[src/rtl/layer_reg_pkg.sv]
`default_nettype none
// ============================================================================
// Module   : layer_reg_pkg
// Purpose  : Shared types and sizing constants for the per-layer header
//            register file and its command sequencer.
// Contents : layer_cmd_op_e command encoding, address/data widths,
//            layer and register counts.
// Revision : 1.0 - initial release
// ============================================================================
package layer_reg_pkg;

    localparam int LAYER_ADDR_W     = 5;
    localparam int LAYER_REG_SEL_W  = 3;
    localparam int LAYER_REG_DATA_W = 16;
    localparam int NUM_LAYERS       = 32;
    localparam int NUM_LAYER_REGS   = 8;

    typedef enum logic [1:0] {
        OP_WRITE       = 2'd0,
        OP_READ        = 2'd1,
        OP_CLEAR_LAYER = 2'd2,
        OP_CLEAR_ALL   = 2'd3
    } layer_cmd_op_e;

endpackage
`default_nettype wire

[src/rtl/layer_reg_sequencer_if.sv]
`default_nettype none
// ============================================================================
// Module   : layer_reg_sequencer_if
// Purpose  : Command / response handshake bundle between the host and the
//            layer register sequencer.
// Ports    : cmd_valid/cmd_ready with cmd_op, cmd_layer, cmd_register,
//            cmd_data; rsp_valid/rsp_ready with rsp_data.
//            master = host side, slave = sequencer side.
// Revision : 1.0 - initial release
// ============================================================================
interface layer_reg_sequencer_if;
    import layer_reg_pkg::*;

    logic                         cmd_valid;
    logic                         cmd_ready;
    logic [1:0]                   cmd_op;
    logic [LAYER_ADDR_W-1:0]      cmd_layer;
    logic [LAYER_REG_SEL_W-1:0]   cmd_register;
    logic [LAYER_REG_DATA_W-1:0]  cmd_data;
    logic                         rsp_valid;
    logic                         rsp_ready;
    logic [LAYER_REG_DATA_W-1:0]  rsp_data;

    modport master (
        output cmd_valid, cmd_op, cmd_layer, cmd_register, cmd_data, rsp_ready,
        input  cmd_ready, rsp_valid, rsp_data
    );

    modport slave (
        input  cmd_valid, cmd_op, cmd_layer, cmd_register, cmd_data, rsp_ready,
        output cmd_ready, rsp_valid, rsp_data
    );

endinterface
`default_nettype wire

[src/rtl/layer_reg_sequencer.sv]
`default_nettype none
// ============================================================================
// Module   : layer_reg_sequencer
// Purpose  : Turns one host command at a time (write, read, clear layer,
//            clear all layers) into register-file controller strobes.
// Ports    : clk, rst (async, active high)
//            bus             - slave side of the command/response handshake
//            busy            - sequencer not idle
//            reg_layer       - register file layer address
//            reg_register    - register select within the layer
//            reg_write_en    - write strobe
//            reg_write_data  - write data (zero outside writes)
//            reg_rst_layer_n - active-low layer reset
//            reg_read_data   - read data, READ_LATENCY edges after address
// Revision : 1.0 - initial release
// ============================================================================
module layer_reg_sequencer
    import layer_reg_pkg::*;
#(
    parameter int READ_LATENCY = 1,
    parameter int NUM_LAYERS   = 32
) (
    input  logic                         clk,
    input  logic                         rst,
    layer_reg_sequencer_if.slave         bus,
    output logic                         busy,
    output logic [LAYER_ADDR_W-1:0]      reg_layer,
    output logic [LAYER_REG_SEL_W-1:0]   reg_register,
    output logic                         reg_write_en,
    output logic [LAYER_REG_DATA_W-1:0]  reg_write_data,
    output logic                         reg_rst_layer_n,
    input  logic [LAYER_REG_DATA_W-1:0]  reg_read_data
);

    typedef enum logic [2:0] {
        ST_IDLE      = 3'd0,
        ST_WRITE     = 3'd1,
        ST_CLEAR     = 3'd2,
        ST_CLEAR_ALL = 3'd3,
        ST_READ_WAIT = 3'd4,
        ST_RESP      = 3'd5
    } state_e;

    localparam logic [LAYER_ADDR_W-1:0] c_last_layer = LAYER_ADDR_W'(NUM_LAYERS - 1);
    localparam logic [2:0]              c_lat_last   = 3'(READ_LATENCY);

    state_e     r_state;
    logic [2:0] r_lat_cnt;

    // reg_layer doubles as the clear-all walk counter, so the layer
    // address presented to the register file is always the counter itself.
    always_ff @(posedge clk or posedge rst) begin
        if (rst) begin
            r_state         <= ST_IDLE;
            r_lat_cnt       <= 3'd0;
            bus.cmd_ready   <= 1'b0;
            bus.rsp_valid   <= 1'b0;
            bus.rsp_data    <= '0;
            busy            <= 1'b0;
            reg_layer       <= '0;
            reg_register    <= '0;
            reg_write_en    <= 1'b0;
            reg_write_data  <= '0;
            reg_rst_layer_n <= 1'b1;
        end else begin
            case (r_state)
                ST_IDLE: begin
                    if (bus.cmd_valid && bus.cmd_ready) begin
                        bus.cmd_ready <= 1'b0;
                        busy          <= 1'b1;
                        case (layer_cmd_op_e'(bus.cmd_op))
                            OP_WRITE: begin
                                r_state        <= ST_WRITE;
                                reg_layer      <= bus.cmd_layer;
                                reg_register   <= bus.cmd_register;
                                reg_write_data <= bus.cmd_data;
                                reg_write_en   <= 1'b1;
                            end
                            OP_READ: begin
                                r_state      <= ST_READ_WAIT;
                                reg_layer    <= bus.cmd_layer;
                                reg_register <= bus.cmd_register;
                                r_lat_cnt    <= 3'd0;
                            end
                            OP_CLEAR_LAYER: begin
                                r_state         <= ST_CLEAR;
                                reg_layer       <= bus.cmd_layer;
                                reg_rst_layer_n <= 1'b0;
                            end
                            OP_CLEAR_ALL: begin
                                r_state         <= ST_CLEAR_ALL;
                                reg_layer       <= '0;
                                reg_rst_layer_n <= 1'b0;
                            end
                        endcase
                    end else begin
                        // First edge out of reset raises ready.
                        bus.cmd_ready <= 1'b1;
                    end
                end

                ST_WRITE, ST_CLEAR: begin
                    reg_write_en    <= 1'b0;
                    reg_write_data  <= '0;
                    reg_rst_layer_n <= 1'b1;
                    r_state         <= ST_IDLE;
                    busy            <= 1'b0;
                    bus.cmd_ready   <= 1'b1;
                end

                ST_CLEAR_ALL: begin
                    // Incrementing past the last layer wraps the counter to 0
                    // exactly on exit.
                    reg_layer <= reg_layer + 1'b1;
                    if (reg_layer == c_last_layer) begin
                        reg_rst_layer_n <= 1'b1;
                        r_state         <= ST_IDLE;
                        busy            <= 1'b0;
                        bus.cmd_ready   <= 1'b1;
                    end
                end

                ST_READ_WAIT: begin
                    // READ_LATENCY+1 edges: one for the register file to
                    // sample the address, READ_LATENCY for its pipeline.
                    if (r_lat_cnt == c_lat_last) begin
                        bus.rsp_data  <= reg_read_data;
                        bus.rsp_valid <= 1'b1;
                        r_state       <= ST_RESP;
                    end else begin
                        r_lat_cnt <= r_lat_cnt + 3'd1;
                    end
                end

                ST_RESP: begin
                    if (bus.rsp_ready) begin
                        bus.rsp_valid <= 1'b0;
                        r_state       <= ST_IDLE;
                        busy          <= 1'b0;
                        bus.cmd_ready <= 1'b1;
                    end
                end

                default: begin
                    r_state         <= ST_IDLE;
                    busy            <= 1'b0;
                    bus.cmd_ready   <= 1'b1;
                    bus.rsp_valid   <= 1'b0;
                    reg_write_en    <= 1'b0;
                    reg_write_data  <= '0;
                    reg_rst_layer_n <= 1'b1;
                end
            endcase
        end
    end

endmodule
`default_nettype wire

[src/flat_wrapper.sv]
// flat-port wrapper written by rule: the top's interface ports become plain ports
module layer_reg_sequencer_flat import layer_reg_pkg::*;
#(
    parameter int READ_LATENCY = 1,
    parameter int NUM_LAYERS   = 32
)
  (clk, rst, busy, reg_layer, reg_register, reg_write_en, reg_write_data, reg_rst_layer_n, reg_read_data, bus_cmd_valid, bus_cmd_op, bus_cmd_layer, bus_cmd_register, bus_cmd_data, bus_rsp_ready, bus_cmd_ready, bus_rsp_valid, bus_rsp_data);
  layer_reg_sequencer_if bus_i ();
  input  logic clk;
  input  logic rst;
  output logic busy;
  output logic [LAYER_ADDR_W-1:0] reg_layer;
  output logic [LAYER_REG_SEL_W-1:0] reg_register;
  output logic reg_write_en;
  output logic [LAYER_REG_DATA_W-1:0] reg_write_data;
  output logic reg_rst_layer_n;
  input  logic [LAYER_REG_DATA_W-1:0] reg_read_data;
  input wire logic [$bits(bus_i.cmd_valid)-1:0] bus_cmd_valid;
  input wire logic [$bits(bus_i.cmd_op)-1:0] bus_cmd_op;
  input wire logic [$bits(bus_i.cmd_layer)-1:0] bus_cmd_layer;
  input wire logic [$bits(bus_i.cmd_register)-1:0] bus_cmd_register;
  input wire logic [$bits(bus_i.cmd_data)-1:0] bus_cmd_data;
  input wire logic [$bits(bus_i.rsp_ready)-1:0] bus_rsp_ready;
  output wire logic [$bits(bus_i.cmd_ready)-1:0] bus_cmd_ready;
  output wire logic [$bits(bus_i.rsp_valid)-1:0] bus_rsp_valid;
  output wire logic [$bits(bus_i.rsp_data)-1:0] bus_rsp_data;
  assign bus_i.cmd_valid = bus_cmd_valid;
  assign bus_i.cmd_op = bus_cmd_op;
  assign bus_i.cmd_layer = bus_cmd_layer;
  assign bus_i.cmd_register = bus_cmd_register;
  assign bus_i.cmd_data = bus_cmd_data;
  assign bus_i.rsp_ready = bus_rsp_ready;
  assign bus_cmd_ready = bus_i.cmd_ready;
  assign bus_rsp_valid = bus_i.rsp_valid;
  assign bus_rsp_data = bus_i.rsp_data;
  layer_reg_sequencer #(.READ_LATENCY(READ_LATENCY), .NUM_LAYERS(NUM_LAYERS)) u_core (.clk(clk), .rst(rst), .bus(bus_i), .busy(busy), .reg_layer(reg_layer), .reg_register(reg_register), .reg_write_en(reg_write_en), .reg_write_data(reg_write_data), .reg_rst_layer_n(reg_rst_layer_n), .reg_read_data(reg_read_data));
endmodule
[config.mk]
export PLATFORM = sky130hd
export DESIGN_NAME = layer_reg_sequencer_flat
export DESIGN_NICKNAME = d
export VERILOG_FILES = /design/src/rtl/layer_reg_pkg.sv /design/src/rtl/layer_reg_sequencer_if.sv /design/src/rtl/layer_reg_sequencer.sv /design/src/flat_wrapper.sv
export SDC_FILE = /design/constraint.sdc
export NUM_CORES = 1
export LEC_CHECK = 0
export CAP_MARGIN = 30
export CORE_ASPECT_RATIO = 1.4
export CORE_MARGIN = 3
export CORE_UTILIZATION = 46
export CTS_CLUSTER_SIZE = 8
export DETAILED_ROUTE_END_ITERATION = 8
export GPL_ROUTABILITY_DRIVEN = 0
export PLACE_DENSITY = 0.91
export SETUP_SLACK_MARGIN = 0.5
export SLEW_MARGIN = 20
export SYNTH_ARGS = -nofsm -noshare
export SYNTH_HDL_FRONTEND = slang
export SYNTH_SLANG_ARGS = --single-unit
[constraint.sdc]
create_clock -name clk -period 3.8 [get_ports clk]
set_input_delay 0.76 -clock clk [delete_from_list [all_inputs] [get_ports clk]]
set_output_delay 0.76 -clock clk [all_outputs]
set_load 0.1 [all_outputs]
# Word level (Yosys, flattened, before mapping)
# Index checks and enable logic that the tools add are counted.
dict set report totals {
  reg_bits 51
  word_cells 88
  out_inout_bits 45
}
dict set report op_classes {
  reduce_logical 21
  add_sub_neg 2
  eq_ne 18
  bitwise_logic 4
  n_mux 32
}
# operator count
set op_table {}
lappend op_table {{two-way mux 16 bit} 2}
lappend op_table {{case mux 16 bit (2 select lines)} 1}
lappend op_table {{case mux 3 bit (4 select lines)} 2}
lappend op_table {{two-way mux 3 bit} 7}
lappend op_table {{case mux 5 bit (2 select lines)} 2}
lappend op_table {{AND reduction 4 bit} 4}
lappend op_table {{AND reduction 3 bit} 4}
lappend op_table {{two-way mux 1 bit} 11}
lappend op_table {{inequality test 2 bit, second input constant} 5}
lappend op_table {{case mux 1 bit (4 select lines)} 2}
lappend op_table {{== test 3 x 1 -> 1 bit, second input constant} 2}
lappend op_table {{== test 3 x 2 -> 1 bit, second input constant} 2}
lappend op_table {{== test 3 bit, second input constant} 2}
lappend op_table {{inequality test 2 x 1 -> 1 bit, second input constant} 3}
lappend op_table {{case mux 1 bit (3 select lines)} 2}
lappend op_table {{case mux 3 bit (2 select lines)} 1}
lappend op_table {{OR reduction 2 bit} 3}
lappend op_table {{OR reduction 3 bit} 2}
lappend op_table {{adder 5 x 1 -> 5 bit, second input constant} 1}
lappend op_table {{== test 5 bit, second input constant} 1}
lappend op_table {{two-way mux 5 bit} 1}
lappend op_table {{== test 2 bit, second input constant} 2}
lappend op_table {{inverter 1 bit} 4}
lappend op_table {{AND reduction 2 bit} 2}
lappend op_table {{other kinds (8)} 9}

# Logic depth before layout (Yosys ltp)
# Gate-level depths: netlist of run 1.
dict set report depth {
  ltp_word 5
  ltp_mapped 7
}

# Worst setup path before layout of run 1
# OpenSTA, ideal clock, no wires.
dict set report synth_timing {
  kind {reg2reg}
  start {register u_core.bus.cmd_ready}
  end {register u_core.reg_register[0]}
  setup_time_ns 0.125
  path_slack_ns 1.603
  synth_period_minus_slack_ns 2.197
  t_arrival_ns 2.072
  path_stages_with_launch 5
  cell_sequence {dfrtp_1 > nand3b_1 > or3_4 > nor2_1 > mux2_2}
}
dict set report synth_between {
  elab_chain_cells 2
}
# element line
set synth_lines {}
lappend synth_lines {{start: declaration} layer_reg_sequencer_if.sv:31} ;# output cmd_ready, rsp_valid, rsp_data
lappend synth_lines {{start signal: assignment} layer_reg_sequencer.sv:56} ;# bus.cmd_ready <= 1'b0;
lappend synth_lines {{start signal: assignment} layer_reg_sequencer.sv:69} ;# bus.cmd_ready <= 1'b0;
lappend synth_lines {{start signal: assignment} layer_reg_sequencer.sv:98} ;# bus.cmd_ready <= 1'b1;
lappend synth_lines {{logical AND 1 bit} layer_reg_sequencer.sv:68} ;# if (bus.cmd_valid && bus.cmd_ready) begin
lappend synth_lines {{AND reduction 3 bit (no source line)} n/a}
lappend synth_lines {{end signal: assignment} layer_reg_sequencer.sv:75} ;# reg_register <= bus.cmd_register;
lappend synth_lines {{end signal: assignment} layer_reg_sequencer.sv:82} ;# reg_register <= bus.cmd_register;
lappend synth_lines {{end: declaration} layer_reg_sequencer.sv:28} ;# output logic [LAYER_REG_SEL_W-1:0] reg_register,
# Every way passes these cells.
# A chain may end at the register's enable or synchronous reset.

# Worst setup path in the final report of run 1
dict set report layout_timing {
  start {register u_core.reg_rst_layer_n}
  end {output reg_rst_layer_n}
}
# element line
set layout_lines {}
lappend layout_lines {{start: declaration} layer_reg_sequencer.sv:31} ;# output logic reg_rst_layer_n,
lappend layout_lines {{start signal: assignment} layer_reg_sequencer.sv:64} ;# reg_rst_layer_n <= 1'b1;
lappend layout_lines {{start signal: assignment} layer_reg_sequencer.sv:88} ;# reg_rst_layer_n <= 1'b0;
lappend layout_lines {{start signal: assignment} layer_reg_sequencer.sv:93} ;# reg_rst_layer_n <= 1'b0;
lappend layout_lines {{end: declaration} flat_wrapper.sv:16} ;# output logic reg_rst_layer_n;
# No word-level cell between the ends.

==> results of run 1 <==
## Yosys cell counts
cell type  number
o21a_1          3
nand4_1         1
and3_1          1
o21ai_1         1
or3b_2          2
nor2b_1         3
and2_1          1
o22a_1          2
o31ai_1         1
mux2_2         19
nand2b_1        6
a31oi_1         3
dfrtp_1        50
inv_1           8
a21oi_1         8
nor3_1          2
dfstp_2         1
clkbuf_1        1
a22o_1         18
o221ai_1        1
nand2_1        10
o211ai_1        2
nand3_1         3
or3_4           1
a32oi_1         1
o21ai_0         5
buf_4           1
o22ai_1         3
a311oi_1        1
nand3b_1        3
buf_2           6
or3b_1          2
or2_2           1
ha_1            9
nor2_1         13
## flip-flops by register name (all words and copies together), names as in the netlist
signal,flops
u_core.bus.rsp_data,16
u_core.reg_write_data,16
u_core.reg_layer,5
u_core.r_lat_cnt,3
u_core.r_state,3
u_core.reg_register,3
u_core.bus.cmd_ready,1
u_core.bus.rsp_valid,1
u_core.busy,1
u_core.reg_rst_layer_n,1
u_core.reg_write_en,1
## final timing paths
| kind | start | end | slack (ns) | depth (start not counted) |
|---|---|---|---|---|
| hold / removal | u_core.reg_rst_layer_n | u_core.reg_rst_layer_n | 0.50 | 2 |
| min in group asynchronous | rst | u_core.bus.rsp_data[8] | 0.82 | 2 |
| setup / recovery | u_core.reg_rst_layer_n | reg_rst_layer_n | 1.05 | 1 |
| hold reg to reg | u_core.reg_rst_layer_n | u_core.reg_rst_layer_n | 0.50 | 2 |
| max in group asynchronous | rst | u_core.reg_write_data[10] | 2.45 | 3 |
| setup reg to reg | u_core.r_state[2] | u_core.reg_write_data[8] | 1.70 | 3 |
## tightest hold or removal path, delay by kind of cell (launching register included)
family	cells	cell delay (ns)
flops	1	0.38
buf+inv	1	0.06
compound gates	1	0.06
## cells by family after synthesis
family	Yosys count	share of synthesized area
DFF	51	0.558
adders and majority gates	9	0.0492
buffers and inverters	16	0.0311
and+or+nand+nor	49	0.114
AOI/OAI and AO/OA	49	0.155
muxes	19	0.0934
## metrics by stage
stage                     hold slack (ns)  cells
after CTS                           0.499    346
after global routing                0.525    347
after global placement              0.477    337
after detailed placement            0.478    338
final                               0.498    347
after floorplan                     0.473    193
## cell type report
cell class	count	area share
clock buffer	7	0.0258
clock inverter	1	0.00261
inverter	8	0.00896
multi-input combinational	126	0.281
sequential	51	0.381
tap	62	0.0232
timing repair buffer	92	0.277
## layer usage
metal,vias to the layer above,track usage
li1,884,-
met1,903,0.230
met2,76,0.349
met3,4,0.0428
met4,0,0.0623
met5,-,0
==> metrics, run 1 <==
die height=89.5 um; area share of the largest cell type after synthesis=0.546; Critical Path End Type=output pin; number of port buffers=90; first-pass GRT wire length=8.78 mm; final instance area=3350 sq um; Hold Path Class=register to register; die area=5880 sq um; Highest Signal Layer=met4; synth top area cells=dfrtp_1 (55%), mux2_2 (9.3%), a22o_1 (6.9%); setup TNS=0 ns; cts hold-fix bufs=0; WL per Instance=15.6 um; CTS resizes=0; multi-input logic area=942 sq um; commonest non-fill, non-tap cell in the layout=clkdlybuf4s50_1; Clock transition at path regs=0.09 ns; Final min period=2.75 ns; post-place instance area=3250 sq um; io pins=91; Buf/Inv on CP=1; commonest non-fill, non-tap cells in the layout=clkdlybuf4s50_1 (90), dfrtp_1 (50), mux2_2 (19); Slew headroom=0.327; Cell Chain, Critical Path=clkdlybuf4s50_1; Arrival @ worst endpoint=1.99 ns; flops & latches, synth=51; startpoint class of the critical path=register; Setup CP Type=register to output pin; GRT Total Usage=0.195; most area-hungry cell type in the Yosys netlist=dfrtp_1; die width=65.6 um; DRT iter0 DRCs=91; residual DRC count=0; Max Root-Sink Buffers=2; clock sink total=51; Yosys warnings=0; remaining antenna violation count after routing=0; fraction of layout cells with a size suffix above 1=0.119; Crit path max-delay family=buffers and inverters; Worst-Margin Slew=1.01 ns; worst path required time=3.04 ns; M1 wire length=2.22 mm; fillers=316; Final Core Density=0.716; grt ovf=0; area grow syn2layout=46.3%; maximum clock frequency=364 MHz; initial core utilization=0.489; H-tree depth=2; Final nets=339; mapped cell area=2290 sq um; skew final=0.00970 ns; status=finished, final reports clean; post-synthesis area per instance=11.9 sq um; post-synthesis sequential area ratio=0.558; DR WL met2=2.80 mm; CTS tree=yes; Max Cap Violations=0; pin count of the biggest net entering global routing=28; crit path max fanout=2; final period utilization=0.723; RSZ-0062 raised after global routing=no; Num CTS Buffers=5; final setup margin=1.05 ns; max incr delay on CP=1.14 ns; critical path's slowest cell=clkdlybuf4s50_1; WL met3=320 um; Worst-Skew Late Latency=0.30 ns; Ant. Diodes=0; Cells after Synth=193; Routed WL=5.40 mm; Pre-antenna DRT Iters=4; FF+latch area=1280 sq um; Detail Placement HPWL=4.14 mm; initial antenna violation count=0; vias=1,867; number of global-route vias before repair=1,854; Setup-failing EPs final=0; Slew Limit Fails=0; # rows=29; dpl ws=1.10 ns; Via density=5.38; post-CTS setup buffer count=0; Root Driver=clkbuf_8; Synth Net Count=248; Fin. Hold Viols=0; core area=4680 sq um; Unique masters post-synth=35
Power of run 1 is left out: the tool's default activity adds up to more than one toggle a clock period on the data nets, which glitch-free logic cannot reach.
==> inputs of run 2 (changes only) <==
--- a/config.mk
+++ b/config.mk
@@ -8,11 +8,11 @@
 export CAP_MARGIN = 30
 export CORE_ASPECT_RATIO = 1.4
 export CORE_MARGIN = 3
-export CORE_UTILIZATION = 46
+export CORE_UTILIZATION = 39
 export CTS_CLUSTER_SIZE = 8
 export DETAILED_ROUTE_END_ITERATION = 8
 export GPL_ROUTABILITY_DRIVEN = 0
-export PLACE_DENSITY = 0.91
+export PLACE_DENSITY = 0.83
 export SETUP_SLACK_MARGIN = 0.5
 export SLEW_MARGIN = 20
 export SYNTH_ARGS = -nofsm -noshare
==> constraint.sdc (replaced) <==
create_clock -name clk -period 2.4 [get_ports clk]
set_input_delay 0.48 -clock clk [delete_from_list [all_inputs] [get_ports clk]]
set_output_delay 0.48 -clock clk [all_outputs]
set_load 0.1 [all_outputs]
==> metrics, run 2 (same netlist as run 1, synthesis figures left out) <==
status=finished, final reports clean; WL per Instance=14.6 um; commonest non-fill, non-tap cells in the layout=buf_4 (57), dfrtp_1 (47), clkdlybuf4s50_1 (43); Min Hold Slack=0.508 ns; worst path required time=2.61 ns; fraction of layout cells with a size suffix above 1=0.321; Final min period=1.86 ns; initial antenna violation count=0; Detail Placement HPWL=3.98 mm; Root Driver=clkbuf_8; Largest regs=u_core.bus.rsp_data (16), u_core.reg_write_data (16), u_core.reg_layer (5); final setup margin=0.538 ns; commonest non-fill, non-tap cell in the layout=buf_4; pin count of the biggest net entering global routing=28; remaining antenna violation count after routing=0; vias=1,882; CTS tree=yes; Critical Path End Type=register; Pre-antenna DRT Iters=4; Routed WL=5.31 mm; Arrival @ worst endpoint=2.07 ns; residual DRC count=0; placed insts=348; first-pass GRT wire length=8.84 mm; crit path max fanout=6; startpoint class of the critical path=input port; clock sink total=51; grt ovf=0; Final nets=351; io pins=91; H-tree depth=2; RSZ-0062 raised after global routing=no; maximum clock frequency=537 MHz; Setup-failing EPs final=0; number of port buffers=90; Fin. Hold Viols=0; area grow syn2layout=46.5%; skew final=0.00710 ns; Slew headroom=0.624; final period utilization=0.776; Clock transition at path regs=0.09 ns; Hold Path Class=register to register; initial core utilization=0.409; dpl ws=-0.0855 ns; die area=6840 sq um; Layout Cells excl Fill=364; GRT Total Usage=0.157; Worst-Margin Slew=0.563 ns; Max Cap Violations=0; DRT iter0 DRCs=107; Worst-Skew Late Latency=0.29 ns; Setup CP Type=input port to register; number of global-route vias before repair=1,862; Max Root-Sink Buffers=2; die height=96.7 um; Via density=5.17; core area=5610 sq um; die width=70.8 um; Slew Limit Fails=0; Num CTS Buffers=5; # rows=32; Ant. Diodes=0
run 2: changes by cell type in the layout (fill, tap and decap cells not counted):
cell	delta
buf_1	+1
buf_4	+56
bufinv_16	+1
clkbuf_8	-1
clkdlybuf4s50_1	-47
clkinv_4	-1
dfrtp_1	-3
dfrtp_2	+3
dlygate4sd2_1	+2
inv_1	-1
inv_2	+1
nor2_1	-2
nor2_4	+2
run 2: final cells by class:
class,instances,area (sq um)
Timing Repair Buffer,104,900
Clock buffer,6,72.6
Multi-Input combinational cell,126,957
Fill cell,471,2250
Tap cell,68,85.1
Inverter,8,30.0
Clock inverter,1,30.0
Sequential cell,51,1280
run 2: per-stage QoR:
step / utilization / setup TNS [ns] / area [sq um]
floorplan: - / 0 / 2290
global placement: 0.567 / 0 / 3180
detailed placement: 0.567 / -1.24 / 3180
CTS: 0.592 / 0 / 3320
global route: 0.599 / 0 / 3360
finish: 0.599 / 0 / 3360
run 2: worst max-delay path, stage by stage:
cell	delay [ns]
clkdlybuf4s50_1	0.51
nand3b_1	0.12
or3_4	0.40
or3b_1	0.38
a31oi_1	0.18
run 2: per-layer routing:
metal / global-route usage / share of wire / vias to the layer above
met5: 0 / 0 / -
met4: 0.0434 / 0.016 / 0
met3: 0.0333 / 0.080 / 12
met2: 0.267 / 0.49 / 90
met1: 0.200 / 0.41 / 875
li1: - / - / 905
run 2: worst paths after layout:
kind	startpoint	cells past startpoint	slack (ns)	to
max reg2reg	u_core.reg_layer[0]	7	0.63	u_core.bus.cmd_ready
max in group asynchronous	rst	3	1.31	u_core.bus.rsp_data[3]
min reg2reg	u_core.reg_write_data[10]	1	0.51	u_core.reg_write_data[10]
min in group asynchronous	rst	2	0.55	u_core.bus.rsp_data[13]
max	bus_cmd_valid	5	0.54	u_core.reg_layer[1]
min	u_core.reg_write_data[10]	1	0.51	u_core.reg_write_data[10]
run 2: repair_timing:
item | CTS | global route
hold buffers | 0 | 0
endpoints found under the setup margin | 21 | 17
resized for setup | 6 | 1
setup buffers | 5 | 4
pin swaps | 2 | 1
Power of run 2 is left out for the same reason.
